### config.mk
export PLATFORM = sky130hd
export DESIGN_NAME = weight_tile_filter
export DESIGN_NICKNAME = d
export VERILOG_FILES = /design/src/rtl/weight_filter_pkg.sv /design/src/rtl/weight_tile_counter.sv /design/src/rtl/weight_tile_filter.sv
export SDC_FILE = /design/constraint.sdc
export NUM_CORES = 1
export LEC_CHECK = 0
export ABC_AREA = 1
export BUFFER_PORTS_ARGS = -buffer_cell sky130_fd_sc_hd__buf_2
export CORE_UTILIZATION = 35
export DETAILED_ROUTE_END_ITERATION = 16
export PLACE_DENSITY = 0.49
export SYNTH_ARGS = -nofsm -noshare
export SYNTH_HDL_FRONTEND = slang
export SYNTH_SLANG_ARGS = --single-unit
export TNS_END_PERCENT = 100
### constraint.sdc
create_clock -name clk -period 4.2 [get_ports clk]
set_input_delay 0.63 -clock clk [delete_from_list [all_inputs] [get_ports clk]]
set_output_delay 0.63 -clock clk [all_outputs]
set_load 0.02 [all_outputs]
### src/rtl/weight_filter_pkg.sv
// Shared types and helpers for the weight tile boundary filter.
package weight_filter_pkg;

    // Per-tile handling of out-of-range elements.
    typedef enum logic {
        MODE_ZERO = 1'b0,
        MODE_DROP = 1'b1
    } filter_mode_e;

    // Width used for the bound comparison. One bit wider than the widest
    // supported coordinate (32 bits), so base + index can never wrap.
    localparam int LEGAL_W = 33;

    // Number of elements in one K x K x Tm x Tn tile.
    function automatic int unsigned tile_elems(input int unsigned k,
                                               input int unsigned tm,
                                               input int unsigned tn);
        return k * k * tm * tn;
    endfunction

    // An element is legal when both channel coordinates fall inside the layer.
    // Callers zero-extend their CW-bit values; the sums are formed one bit
    // wider than the operands, so a base near the top of its range cannot
    // wrap back into legality.
    function automatic logic elem_legal(input logic [31:0] baseM,
                                        input logic [31:0] tmIdx,
                                        input logic [31:0] baseN,
                                        input logic [31:0] tnIdx,
                                        input logic [31:0] boundM,
                                        input logic [31:0] boundN);
        logic [LEGAL_W-1:0] sumM;
        logic [LEGAL_W-1:0] sumN;
        sumM = {1'b0, baseM} + {1'b0, tmIdx};
        sumN = {1'b0, baseN} + {1'b0, tnIdx};
        return (sumM < {1'b0, boundM}) && (sumN < {1'b0, boundN});
    endfunction

endpackage

### src/rtl/weight_tile_counter.sv
// Four-level nested loop counter walking j, i, tm, tn (j fastest).
import weight_filter_pkg::*;

module weight_tile_counter #(
    parameter int K  = 3,
    parameter int Tm = 16,
    parameter int Tn = 16,
    parameter int CW = 16
) (
    input  logic          clk,
    input  logic          rst_n,
    input  logic          i_en,
    output logic [CW-1:0] o_j,
    output logic [CW-1:0] o_i,
    output logic [CW-1:0] o_tm,
    output logic [CW-1:0] o_tn,
    output logic          o_last
);

    localparam logic [CW-1:0] J_MAX  = CW'(K - 1);
    localparam logic [CW-1:0] TM_MAX = CW'(Tm - 1);
    localparam logic [CW-1:0] TN_MAX = CW'(Tn - 1);

    logic [CW-1:0] r_j;
    logic [CW-1:0] r_i;
    logic [CW-1:0] r_tm;
    logic [CW-1:0] r_tn;

    logic w_jMax;
    logic w_iMax;
    logic w_tmMax;
    logic w_tnMax;

    assign w_jMax  = (r_j  == J_MAX);
    assign w_iMax  = (r_i  == J_MAX);
    assign w_tmMax = (r_tm == TM_MAX);
    assign w_tnMax = (r_tn == TN_MAX);

    // Advance the loop nest by one element per enable, wrapping each level
    // into the next; the last element of a tile wraps everything to zero.
    always_ff @(posedge clk or negedge rst_n) begin
        if (!rst_n) begin
            r_j  <= '0;
            r_i  <= '0;
            r_tm <= '0;
            r_tn <= '0;
        end else if (i_en) begin
            if (w_jMax) begin
                r_j <= '0;
                if (w_iMax) begin
                    r_i <= '0;
                    if (w_tmMax) begin
                        r_tm <= '0;
                        if (w_tnMax) begin
                            r_tn <= '0;
                        end else begin
                            r_tn <= r_tn + CW'(1);
                        end
                    end else begin
                        r_tm <= r_tm + CW'(1);
                    end
                end else begin
                    r_i <= r_i + CW'(1);
                end
            end else begin
                r_j <= r_j + CW'(1);
            end
        end
    end

    assign o_j    = r_j;
    assign o_i    = r_i;
    assign o_tm   = r_tm;
    assign o_tn   = r_tn;
    assign o_last = w_jMax && w_iMax && w_tmMax && w_tnMax;

endmodule

### src/rtl/weight_tile_filter.sv
// Streaming boundary filter for weight tiles: zero-fills or drops elements
// whose channel coordinates fall outside the layer, with valid/ready flow.
import weight_filter_pkg::*;

module weight_tile_filter #(
    parameter int DW = 32,
    parameter int CW = 16,
    parameter int M  = 32,
    parameter int N  = 32,
    parameter int Tm = 16,
    parameter int Tn = 16,
    parameter int K  = 3
) (
    input  logic          clk,
    input  logic          rst,
    input  logic          in_valid,
    output logic          in_ready,
    input  logic [DW-1:0] in_data,
    output logic          out_valid,
    input  logic          out_ready,
    output logic [DW-1:0] out_data,
    input  logic [CW-1:0] tile_base_m,
    input  logic [CW-1:0] tile_base_n,
    input  logic          drop_mode,
    output logic          tile_done
);

    logic [CW-1:0] w_j;
    logic [CW-1:0] w_i;
    logic [CW-1:0] w_tm;
    logic [CW-1:0] w_tn;
    logic          w_last;

    logic [CW-1:0] r_baseM;
    logic [CW-1:0] r_baseN;
    filter_mode_e  r_mode;

    logic          r_outValid;
    logic [DW-1:0] r_outData;
    logic          r_tileDone;

    logic          w_accept;
    logic          w_first;
    logic [CW-1:0] w_baseM;
    logic [CW-1:0] w_baseN;
    filter_mode_e  w_mode;
    logic          w_legal;
    logic          w_emit;

    weight_tile_counter #(
        .K  (K),
        .Tm (Tm),
        .Tn (Tn),
        .CW (CW)
    ) u_counter (
        .clk    (clk),
        .rst_n  (rst),
        .i_en   (w_accept),
        .o_j    (w_j),
        .o_i    (w_i),
        .o_tm   (w_tm),
        .o_tn   (w_tn),
        .o_last (w_last)
    );

    // The output stage can take a new element whenever it is empty or
    // being drained this cycle.
    assign in_ready = !r_outValid || out_ready;
    assign w_accept = in_valid && in_ready;

    // Element 0 of a tile uses the live tile inputs (they are being captured
    // on this very accept); every later element uses the held copies.
    assign w_first = (w_j == '0) && (w_i == '0) && (w_tm == '0) && (w_tn == '0);
    assign w_baseM = w_first ? tile_base_m : r_baseM;
    assign w_baseN = w_first ? tile_base_n : r_baseN;
    assign w_mode  = w_first ? filter_mode_e'(drop_mode) : r_mode;

    assign w_legal = elem_legal(32'(w_baseM), 32'(w_tm),
                                32'(w_baseN), 32'(w_tn),
                                32'(M), 32'(N));

    // Zero-fill mode emits everything; drop mode emits only legal elements.
    assign w_emit = (w_mode == MODE_ZERO) || w_legal;

    // Hold the tile bases and mode from the first accept for the whole tile.
    always_ff @(posedge clk or negedge rst) begin
        if (!rst) begin
            r_baseM <= '0;
            r_baseN <= '0;
            r_mode  <= MODE_ZERO;
        end else if (w_accept && w_first) begin
            r_baseM <= tile_base_m;
            r_baseN <= tile_base_n;
            r_mode  <= filter_mode_e'(drop_mode);
        end
    end

    // Output register: reload on an emitted accept, empty on a drop or a
    // drain, otherwise hold while the FIFO stalls.
    always_ff @(posedge clk or negedge rst) begin
        if (!rst) begin
            r_outValid <= 1'b0;
            r_outData  <= '0;
        end else if (w_accept) begin
            if (w_emit) begin
                r_outValid <= 1'b1;
                r_outData  <= w_legal ? in_data : '0;
            end else begin
                r_outValid <= 1'b0;
            end
        end else if (out_ready) begin
            r_outValid <= 1'b0;
        end
    end

    // Pulse once in the cycle after the final element of a tile is accepted.
    always_ff @(posedge clk or negedge rst) begin
        if (!rst) begin
            r_tileDone <= 1'b0;
        end else begin
            r_tileDone <= w_accept && w_last;
        end
    end

    assign out_valid = r_outValid;
    assign out_data  = r_outData;
    assign tile_done = r_tileDone;

endmodule

==> out/qor.yml, run 1 <==
run_status:
  status: "complete, no violations"
critical_path:
  cp_max_fo: 8
  cpLargestDelayFamily: "simple AND/OR/NAND/NOR gates"
  cp-end-kind: "flop"
  slowest_delay_ps: 390
  timing.critical_path.buf_inv: 5
  cp_common_cell: "nand2_1"
  crit_required_ps: 4510
  critPathLaunchType: "flop"
  criticalPathCategory: "flop to flop"
  worst_path_max_delay_cell: "dfrtp_1"
  arrival_ps: 4260
clocking:
  cts_tree: "yes"
  clk-insertion-delay-late_ps: 430
  cts.sinks: 131
  cts_buffers: 17
  clock-root-buffer: "clkbuf_16"
  clk_pin_slew_ps: 70
  htree_levels: 4
  cts_buffer_depth: 2
routing:
  drc_errors: 0
  wl_um: 24800
  wire_per_inst_um: 15.0
  vias_per_cell: 4.89
  initialDrtViolationCount: 473
  dr_total_vias: 8102
  firstDrtPassIters: 7
  postRouteAntennaNets: 0
global_route:
  grt_use_total_pct: 19.9
  grt_pass1_wl_um: 38500
  antenna_found_initial: 1
  grt_max_degree: 75
  grt_pass1_vias: 7725
  grt_overflow_total: 0
final_layout:
  fin_area_mm2: 0.0109
  layout-drive-gt1-share_pct: 23.7
  nets: 1433
  utilization_pct: 46.1
  fill_cells: 2451
  seqCellArea_mm2: 0.00328
  multi_input_area_mm2: 0.00475
  syn_to_final_growth_pct: 28.7
  antenna_cells: 0
yosys:
  avgSynthCellArea_um2: 7.31
  synth_common_cells: "nand2_1, inv_1, dfrtp_1, nand3_1, nor2_1"
  synth_nets: 1266
  yosysMostFrequentCell: "nand2_1"
  syn_inst: 1157
  synth_top_area_share_pct: 38.8
  synth.distinct_cells: 41
  yosysTopAreaCell: "dfrtp_1"
  ys_ff_latch: 131
  synth-warning-count: 0
  synth-edff-count: 0
  yosysSeqAreaShare_pct: 38.8
  synth_ff_type: "dfrtp_1"
  async_flop_share_pct: 100
  synthTopCellsByArea: "dfrtp_1, nand2_1, nand3_1"
  synth_area_mm2: 0.00845
power:
  p_per_area_mw_per_mm2: 286
  p_leak_uw: 0.00553
  vdd_ir_drop_max_v: 0.000193
floorplan:
  core_area_mm2: 0.0236
  row_count: 56
  die_w_um: 157
  die_area_mm2: 0.0248
  initial_core_util_pct: 35.8
  die_y_um: 157
  ios: 104
placement:
  io_buffers: 103
  dp_hpwl_um: 17400
  place.gp.congestion: 0.920
  dpl_cell_area_mm2: 0.00955
timing:
  slew_headroom_pct: 50.2
  worst_pin_slew_ps: 740
  setup_viol: 0
  hold_violations: 0
  slew_viol_final: 0
  totalNegativeSetupSlack_ps: 0
  period_share_pct: 94.1
  rsz0062_at_grt: "true"
  period_minus_slack_ps: 3950
  clock.fmax_mhz: 253
  fin_skew_ps: 14.0
flow_run:
  drv_cap: 0
worst_hold_path:
  hp-class: "input port to async pin"
## flip-flops by register name, indices dropped and copies added (netlist names)
register,flops
u_counter.o_j,16
u_counter.o_tn,16
u_counter.o_tm,16
u_counter.o_i,16
tile_done,1
out_valid,1
out_data,32
r_baseM,16
r_mode,1
r_baseN,16
## metrics by stage
stage	worst slack, ps	cells	power [uW]	hold slack, ps
floorplan	695	1157	1470	334
global placement	85.4	1590	1580	468
detailed placement	12.7	1590	1580	468
CTS	3.94	1622	3150	270
global route	-63.6	1656	3250	270
finish	247	1656	3110	215
## routing by layer
metal  vias up  global-route usage, %  part of all wire (%)
met2       147                   32.6                    46
met1      3788                   26.8                    48
met3        25                   4.19                   4.0
li1       4140                      -                     -
met5         -                      0                 0.032
met4         2                   4.62                   1.2
## final cells by class
class / count / share of cell area [%]
flip-flops and latches: 131 / 30.1
repair buffers: 176 / 11.8
well taps: 319 / 3.67
inverters: 146 / 5.04
multi-input cells: 852 / 43.7
clock inverters: 15 / 1.73
clock buffers: 17 / 3.91
## placed cells by master, fill, tap and decap left out, types with 20 or more instances in the layout
cell type  synthesis  routed
a21oi_1           53      43
clkbuf_16          0      23
nand2_1          263     252
buf_2              7     102
nor2_1           115     112
buf_4              0      54
nand3_2            7      20
nand3_1          120     106
dfrtp_1          131     131
ha_1              40      29
nand2_2           16      27
nand4_1           22      22
inv_1            143     139
o21ai_1            0      24
nor3_1            32      29
o21ai_0           92      67
## report_power, final
group	internal [uW]	total [uW]	leakage [uW]	switching, uW
registers	1300	1330	0.00173	31.7
logic	78.8	227	0.00350	148
clock network	810	1550	0.000294	737
## path summary, 6_finish.rpt
check	from	end	cells past startpoint	slack, ps
worst max-delay path	u_counter.o_i[0]	out_data[23]	25	250
worst min-delay path	rst	u_counter.o_tm[13]	1	220
worst max register to register	u_counter.o_i[0]	out_data[23]	25	250
worst min register to register	u_counter.o_j[15]	u_counter.o_j[15]	1	480
max in group asynchronous	rst	u_counter.o_j[1]	2	3210
min in group clk	in_data[11]	out_data[11]	3	410
## cells by family after synthesis
kind of cell,count (synthesis),share of synthesized area (%)
AND/OR/NAND/NOR,609,32.7
adder cells (fa/ha/maj),40,5.92
buffers and inverters,176,8.54
flip-flops,131,38.8
AO/OA/AOI/OAI,170,10.8
multiplexers,2,0.266
XOR/XNOR,29,3.00
## timing repair
action | in CTS | in global routing
hold buffers | 0 | 0
gates resized for setup | 0 | 98
endpoints found under the setup margin | 0 | 33
setup buffers | 0 | 24
(Power assumes the default switching activity.)
==> run 2, diff against run 1 <==
- PLACE_DENSITY: 0.49 -> 0.48
- SYNTH_HIERARCHICAL: unset -> 1
==> run 2 against run 1 <==
  * Worst setup slack better by 66 ps
  * Clock-buffer cell count stayed put
  * The run now ends with design-rule violations left
  * Total power is 1.7% higher
  * Critical path depth is 2 lower
  * Clock skew is 3.7 ps higher
  * Cell area is 7.0% higher
  * Highest routed layer is now met4
  * Die area is 11% higher
  * Sequential power hardly changed
==> out/qor.yml, run 2 <==
placement:
  dp_hpwl_um: 20500  # +18%
  place_ws_ps: 87.9  # +75.2 ps
  dpl_cell_area_mm2: 0.0108  # +13%
  io_buffers: 103  # unchanged
  place.gp.congestion: 0.894  # -2.8%
floorplan:
  initial_core_util_pct: 36.0  # +0.18 points
  die_area_mm2: 0.0276  # +11%
  row_count: 59  # +5.4%
  ios: 104  # unchanged
  die_y_um: 166  # +5.5%
  core_area_mm2: 0.0262  # +11%
  die_w_um: 166  # +5.5%
routing:
  initialDrtViolationCount: 641  # +36%
  wire_per_inst_um: 14.6  # -2.5%
  firstDrtPassIters: 11  # +4
  drc_errors: 1  # +1
  postRouteAntennaNets: 0  # unchanged
  dr_total_vias: 9574  # +18%
  vias_per_cell: 4.91  # +0.40%
  wl_um: 28400  # +15%
global_route:
  grt_max_degree: 88  # +17%
  grt_pass1_wl_um: 45500  # +18%
  grt_overflow_total: 0  # unchanged
  grt_use_total_pct: 20.6  # +0.63 points
  grt_pass1_vias: 9084  # +18%
  antenna_found_initial: 0  # -1
timing:
  fin_skew_ps: 17.6  # +3.66 ps
  clock.fmax_mhz: 257  # +1.7%
  setup_viol: 0  # unchanged
  period_share_pct: 92.5  # -1.6 points
  slew_viol_final: 0  # unchanged
  fin_ws_ps: 313  # +66.3 ps
  hold_violations: 0  # unchanged
  slew_headroom_pct: 41.8  # -8.4 points
  period_minus_slack_ps: 3890  # -66.3 ps
  worst_pin_slew_ps: 873  # +133 ps
yosys:
  synth_area_mm2: 0.00943  # +12%
  synth-edff-count: 0  # unchanged
  ys_ff_latch: 131  # unchanged
  synth_top_area_share_pct: 34.8  # -4.0 points
  synth-warning-count: 6  # +6
  yosysTopAreaCell: "dfrtp_1"
  avgSynthCellArea_um2: 6.63  # -9.2%
  synth_nets: 1527  # +21%
  yosysSeqAreaShare_pct: 34.8  # -4.0 points
  yosysMostFrequentCell: "nand2_1"
  synth_common_cells: "nand2_1, nor2_1, nand3_1, inv_1, dfrtp_1"
  synth_ff_type: "dfrtp_1"
  synthTopCellsByArea: "dfrtp_1, nand2_1, nand3_1"
  syn_inst: 1422  # +23%
  async_flop_share_pct: 100  # unchanged
  synth.distinct_cells: 37  # -9.8%
power:
  p_leak_uw: 0.00632  # +14%
  p_per_area_mw_per_mm2: 271  # -5.0%
  vdd_ir_drop_max_v: 0.000254  # +32%
flow_run:
  drv_cap: 0  # unchanged
final_layout:
  largest_reg_flops: 32  # unchanged
  fin_area_mm2: 0.0116  # +7.0%
  layout-drive-gt1-share_pct: 17.5  # -6.2 points
  final_cell_mix: "nand2_1, nor2_1, nand3_1"
  nets: 1706  # +19%
  layout_commonest_cell: "nand2_1"
  fill_cells: 2733  # +12%
  syn_to_final_growth_pct: 23.5
  antenna_cells: 0  # unchanged
critical_path:
  crit_required_ps: 4570  # +60 ps
  arrival_ps: 4250  # about the same
  cp_max_fo: 21  # +13
  r2r_slack_ps: 310  # +70 ps
  cp-end-kind: "flop"
  critPathLaunchType: "flop"
  r2r_start: "u_counter/o_tn[13]"
  startpoint: "u_counter/o_tn[13]"
  criticalPathCategory: "flop to flop"
run_status:
  status: "finished with violations"
  violations: "design-rule violations"
worst_hold_path:
  hp-class: "input port to async pin"
clocking:
  cts.sinks: 131  # unchanged
  clk_pin_slew_ps: 70  # about the same
  clk-insertion-delay-late_ps: 440  # about the same
  cts_buffers: 17  # unchanged
  cts_buffer_depth: 2  # unchanged
  clock-root-buffer: "clkbuf_16"
  hold_buffers: 0  # unchanged
  cts_tree: "yes"
  htree_levels: 4  # unchanged
run 2: changes by cell type after synthesis, moves of 8 or more:
cell | before | now
nor3_1 | 32 | 18
xor2_1 | 17 | 25
xnor2_1 | 12 | 3
nand2_1 | 263 | 438
a21oi_1 | 53 | 35
inv_1 | 143 | 153
nand3_1 | 120 | 170
nor2_1 | 115 | 177
run 2: cell families after synthesis:
kind of cell	after synthesis	synth area share, %
AO/OA/AOI/OAI	154	8.61
XOR/XNOR	28	2.60
adder cells (fa/ha/maj)	36	4.78
buffers and inverters	191	8.35
flip-flops	131	34.8
AND/OR/NAND/NOR	882	40.9
run 2: worst paths after layout:
kind,endpoint,cells after the start
max,out_data[31],23
min,u_counter/o_i[6],1
max reg2reg,out_data[31],23
min reg2reg,r_baseN[12],2
max in group asynchronous,r_baseM[13],2
min in group clk,out_data[28],3
run 2: layout make-up:
cell class,count,area [um^2],share of cell area (%)
tap,335,419,3.60
inverter,156,586,5.03
sequential,131,3280,28.2
clock inverter,15,186,1.60
timing repair buffer,193,1300,11.2
multi-input combinational,1102,5450,46.8
clock buffer,17,425,3.65
run 2: worst max-delay path, stage by stage, from the launching register on:
cell	delay (ps)
dfrtp_1	390
nor2_1	100
nand2_1	60
nor2_1	190
nand2_1	140
nor2_4	220
buf_12	160
nand2_8	120
nand2_1	90
o21ai_0	110
ha_1	400
nand2_1	150
o21a_1	250
o221a_2	240
nand2_1	110
xnor2_1	180
nand2_1	100
nor3_2	150
nand2_1	110
nor2_4	120
buf_12	140
clkbuf_16	150
nand3_1	60
nand2_1	90
run 2: timing repair:
action                     CTS  global route
hold endpoints to repair     0             0
setup endpoints to repair    0            33
setup buffers                0             9
resized for setup            0            20
run 2: where the power goes:
part | total (uW) | internal, uW | switching (uW)
Sequential | 1340 | 1300 | 36.3
Clock | 1540 | 808 | 733
Combinational | 283 | 107 | 176
Total | 3160 | 2210 | 946
run 2: stage by stage:
stage	std cells	utilization (%)	total power, uW	hold WS [ps]	setup TNS (ps)
after detailed placement	1903	41.2	1640	476	0
final	1949	44.4	3160	226	0
after floorplan	1422	-	1510	334	0
after global routing	1949	44.4	3300	345	-740
after global placement	1903	41.2	1640	467	0
after CTS	1935	43.5	3200	304	0
run 2: metal layers:
| layer | GRT usage, % | share of wire (%) | up-vias |
|---|---|---|---|
| met4 | 6.10 | 2.0 | 0 |
| li1 | - | - | 4958 |
| met5 | 0 | 0 | - |
| met2 | 34.2 | 47 | 205 |
| met3 | 3.36 | 3.8 | 41 |
| met1 | 27.4 | 48 | 4370 |
==> run 3, diff against run 2 <==
- clock period: 4.2 -> 4.33 ns (I/O delays scaled with it)
==> run 3 against run 2 <==
  * The flow still finishes with violations (design-rule violations)
  * Fmax fell by 2.2%
  * Non-clock buffer count fell by 37
  * Global-route usage rose by 0.74 points
  * Flip-flop and latch count did not move
  * Total power fell by 3.5%
  * Critical path depth rose by 1
  * Clock power fell by 3%
  * Final cell count fell by 1.9%
  * Register-to-register slack improved by 40 ps
  * Cell area fell by 3.3%
  * Hold slack improved by 20 ps
==> out/qor.yml, run 3 (synthesized netlist as in run 2, its figures left out) <==
routing:
  wl_um: 28700  # +0.76%
  dr_total_vias: 9474  # -1.0%
  vias_per_cell: 4.96  # +0.92%
  drc_errors: 1  # unchanged
  initialDrtViolationCount: 645  # +0.62%
  postRouteAntennaNets: 0  # unchanged
  firstDrtPassIters: 13  # +2
  wire_per_inst_um: 15.0  # +2.8%
clocking:
  clk_pin_slew_ps: 70  # about the same
  cts.sinks: 131  # unchanged
  hold_buffers: 0  # unchanged
  clock-root-buffer: "clkbuf_16"
  htree_levels: 4  # unchanged
  cts_tree: "yes"
  cts_buffers: 17  # unchanged
  clk-insertion-delay-late_ps: 440  # about the same
  cts_buffer_depth: 2  # unchanged
floorplan:
  die_y_um: 166  # unchanged
  row_count: 59  # unchanged
  die_w_um: 166  # unchanged
  ios: 104  # unchanged
  initial_core_util_pct: 36.0  # unchanged
  core_area_mm2: 0.0262  # unchanged
  die_area_mm2: 0.0276  # unchanged
final_layout:
  fin_area_mm2: 0.0113  # -3.3%
  antenna_cells: 0  # unchanged
  syn_to_final_growth_pct: 19.4
  nets: 1668  # -2.2%
  utilization_pct: 43.0  # -1.5 points
  seqCellArea_mm2: 0.00328  # +0.11%
  fill_cells: 2815  # +3.0%
  final_cell_mix: "nand2_1, nor2_1, nand3_1"
  multi_input_area_mm2: 0.00542  # -0.51%
  largest_reg_flops: 32  # unchanged
  layoutNonFillerInstCount: 1911  # -1.9%
  layout-drive-gt1-share_pct: 15.4  # -2.1 points
  layout_commonest_cell: "nand2_1"
global_route:
  grt_pass1_wl_um: 46900  # +3.1%
  antenna_found_initial: 0  # unchanged
  grt_pass1_vias: 9086  # +0.022%
  grt_use_total_pct: 21.3  # +0.74 points
  grt_max_degree: 81  # -8.0%
  grt_overflow_total: 0  # unchanged
critical_path:
  cp-end-kind: "flop"
  critPathLaunchType: "flop"
  cp_max_fo: 32  # +52%
  criticalPathCategory: "flop to flop"
  crit_required_ps: 4700  # +130 ps
  arrival_ps: 4340  # +90 ps
power:
  p_per_area_mw_per_mm2: 271  # -0.25%
  vdd_ir_drop_max_v: 0.000283  # +11%
  p_leak_uw: 0.00612  # -3.3%
timing:
  slew_viol_final: 0  # unchanged
  period_minus_slack_ps: 3970  # +86.2 ps
  setup_viol: 0  # unchanged
  worst_pin_slew_ps: 795  # -78.1 ps
  hold_violations: 0  # unchanged
  slew_headroom_pct: 47.0  # +5.2 points
  fin_skew_ps: 23.1  # +5.45 ps
  holdWs_ps: 245  # +19.6 ps
  clock.fmax_mhz: 252  # -2.2%
  period_share_pct: 91.7  # -0.79 points
placement:
  place.gp.congestion: 0.925  # +3.4%
  dp_hpwl_um: 21100  # +2.6%
  placed_cells: 1876  # -1.4%
  dpl_cell_area_mm2: 0.0106  # -1.9%
  io_buffers: 103  # unchanged
flow_run:
  drv_cap: 0  # unchanged
run_status:
  status: "finished with violations"
  violations: "design-rule violations"
worst_hold_path:
  hp-class: "input port to async pin"
## run 3: layout make-up
class / count / area share, %
Inverter: 156 / 5.20
Tap cell: 335 / 3.72
Timing Repair Buffer: 156 / 8.39
Multi-Input combinational cell: 1101 / 48.1
Clock buffer: 17 / 3.78
Clock inverter: 15 / 1.62
Sequential cell: 131 / 29.2
## run 3: what timing repair did
action	4_1_cts	5_1_grt
endpoints found under the setup margin	0	33
endpoints found under the hold margin	0	0
buffers inserted	0	2
gates resized for setup	0	11
## run 3: final timing paths
| path | startpoint | to | slack (ps) | depth (start not counted) |
|---|---|---|---|---|
| max | u_counter/o_tm[13] | out_data[1] | 360 | 24 |
| min | rst | u_counter/o_i[2] | 250 | 1 |
| max reg2reg | u_counter/o_tm[13] | out_data[1] | 360 | 24 |
| min reg2reg | r_baseM[1] | r_baseM[1] | 490 | 2 |
| max in group asynchronous | rst | u_counter/o_tm[15] | 3160 | 2 |
| min in group clk | in_data[28] | out_data[28] | 430 | 3 |
## run 3: per-stage QoR
stage / power, uW / TNS, ps / setup slack, ps
floorplan: 1460 / 0 / 979
global placement: 1580 / 0 / 246
detailed placement: 1580 / 0 / 181
CTS: 3100 / 0 / 144
global route: 3190 / -22.7 / -22.7
finish: 3050 / 0 / 357
## run 3: critical path: stages, from the launching register on
cell	delay [ps]
dfrtp_2	450
nor2_1	110
nand2_1	50
nor2_1	160
nand2_1	120
nor2_4	210
nand2_8	150
buf_4	180
o21ai_0	190
ha_2	370
a21oi_2	180
inv_1	70
a31oi_2	200
o21ai_0	120
a21oi_1	190
nand2_1	80
nand2_1	90
a21boi_1	170
nand3_1	80
nor2_1	100
nand2_1	100
nor2_4	140
buf_12	190
nand3_1	90
nand2_1	80
## run 3: per-layer routing
layer  up-vias  GRT usage, %  routed length, um
met4         0          5.04                210
li1       4871             -                  -
met3        12          3.03               1030
met2       188          36.0              13700
met1      4403          28.6              13700
met5         -             0                  0
## run 3: report_power, final
part	internal, uW	switching [uW]	leakage (uW)
registers	1260	42.3	0.00173
logic	96.0	161	0.00409
clock network	785	706	0.000294
total	2140	909	0.00612
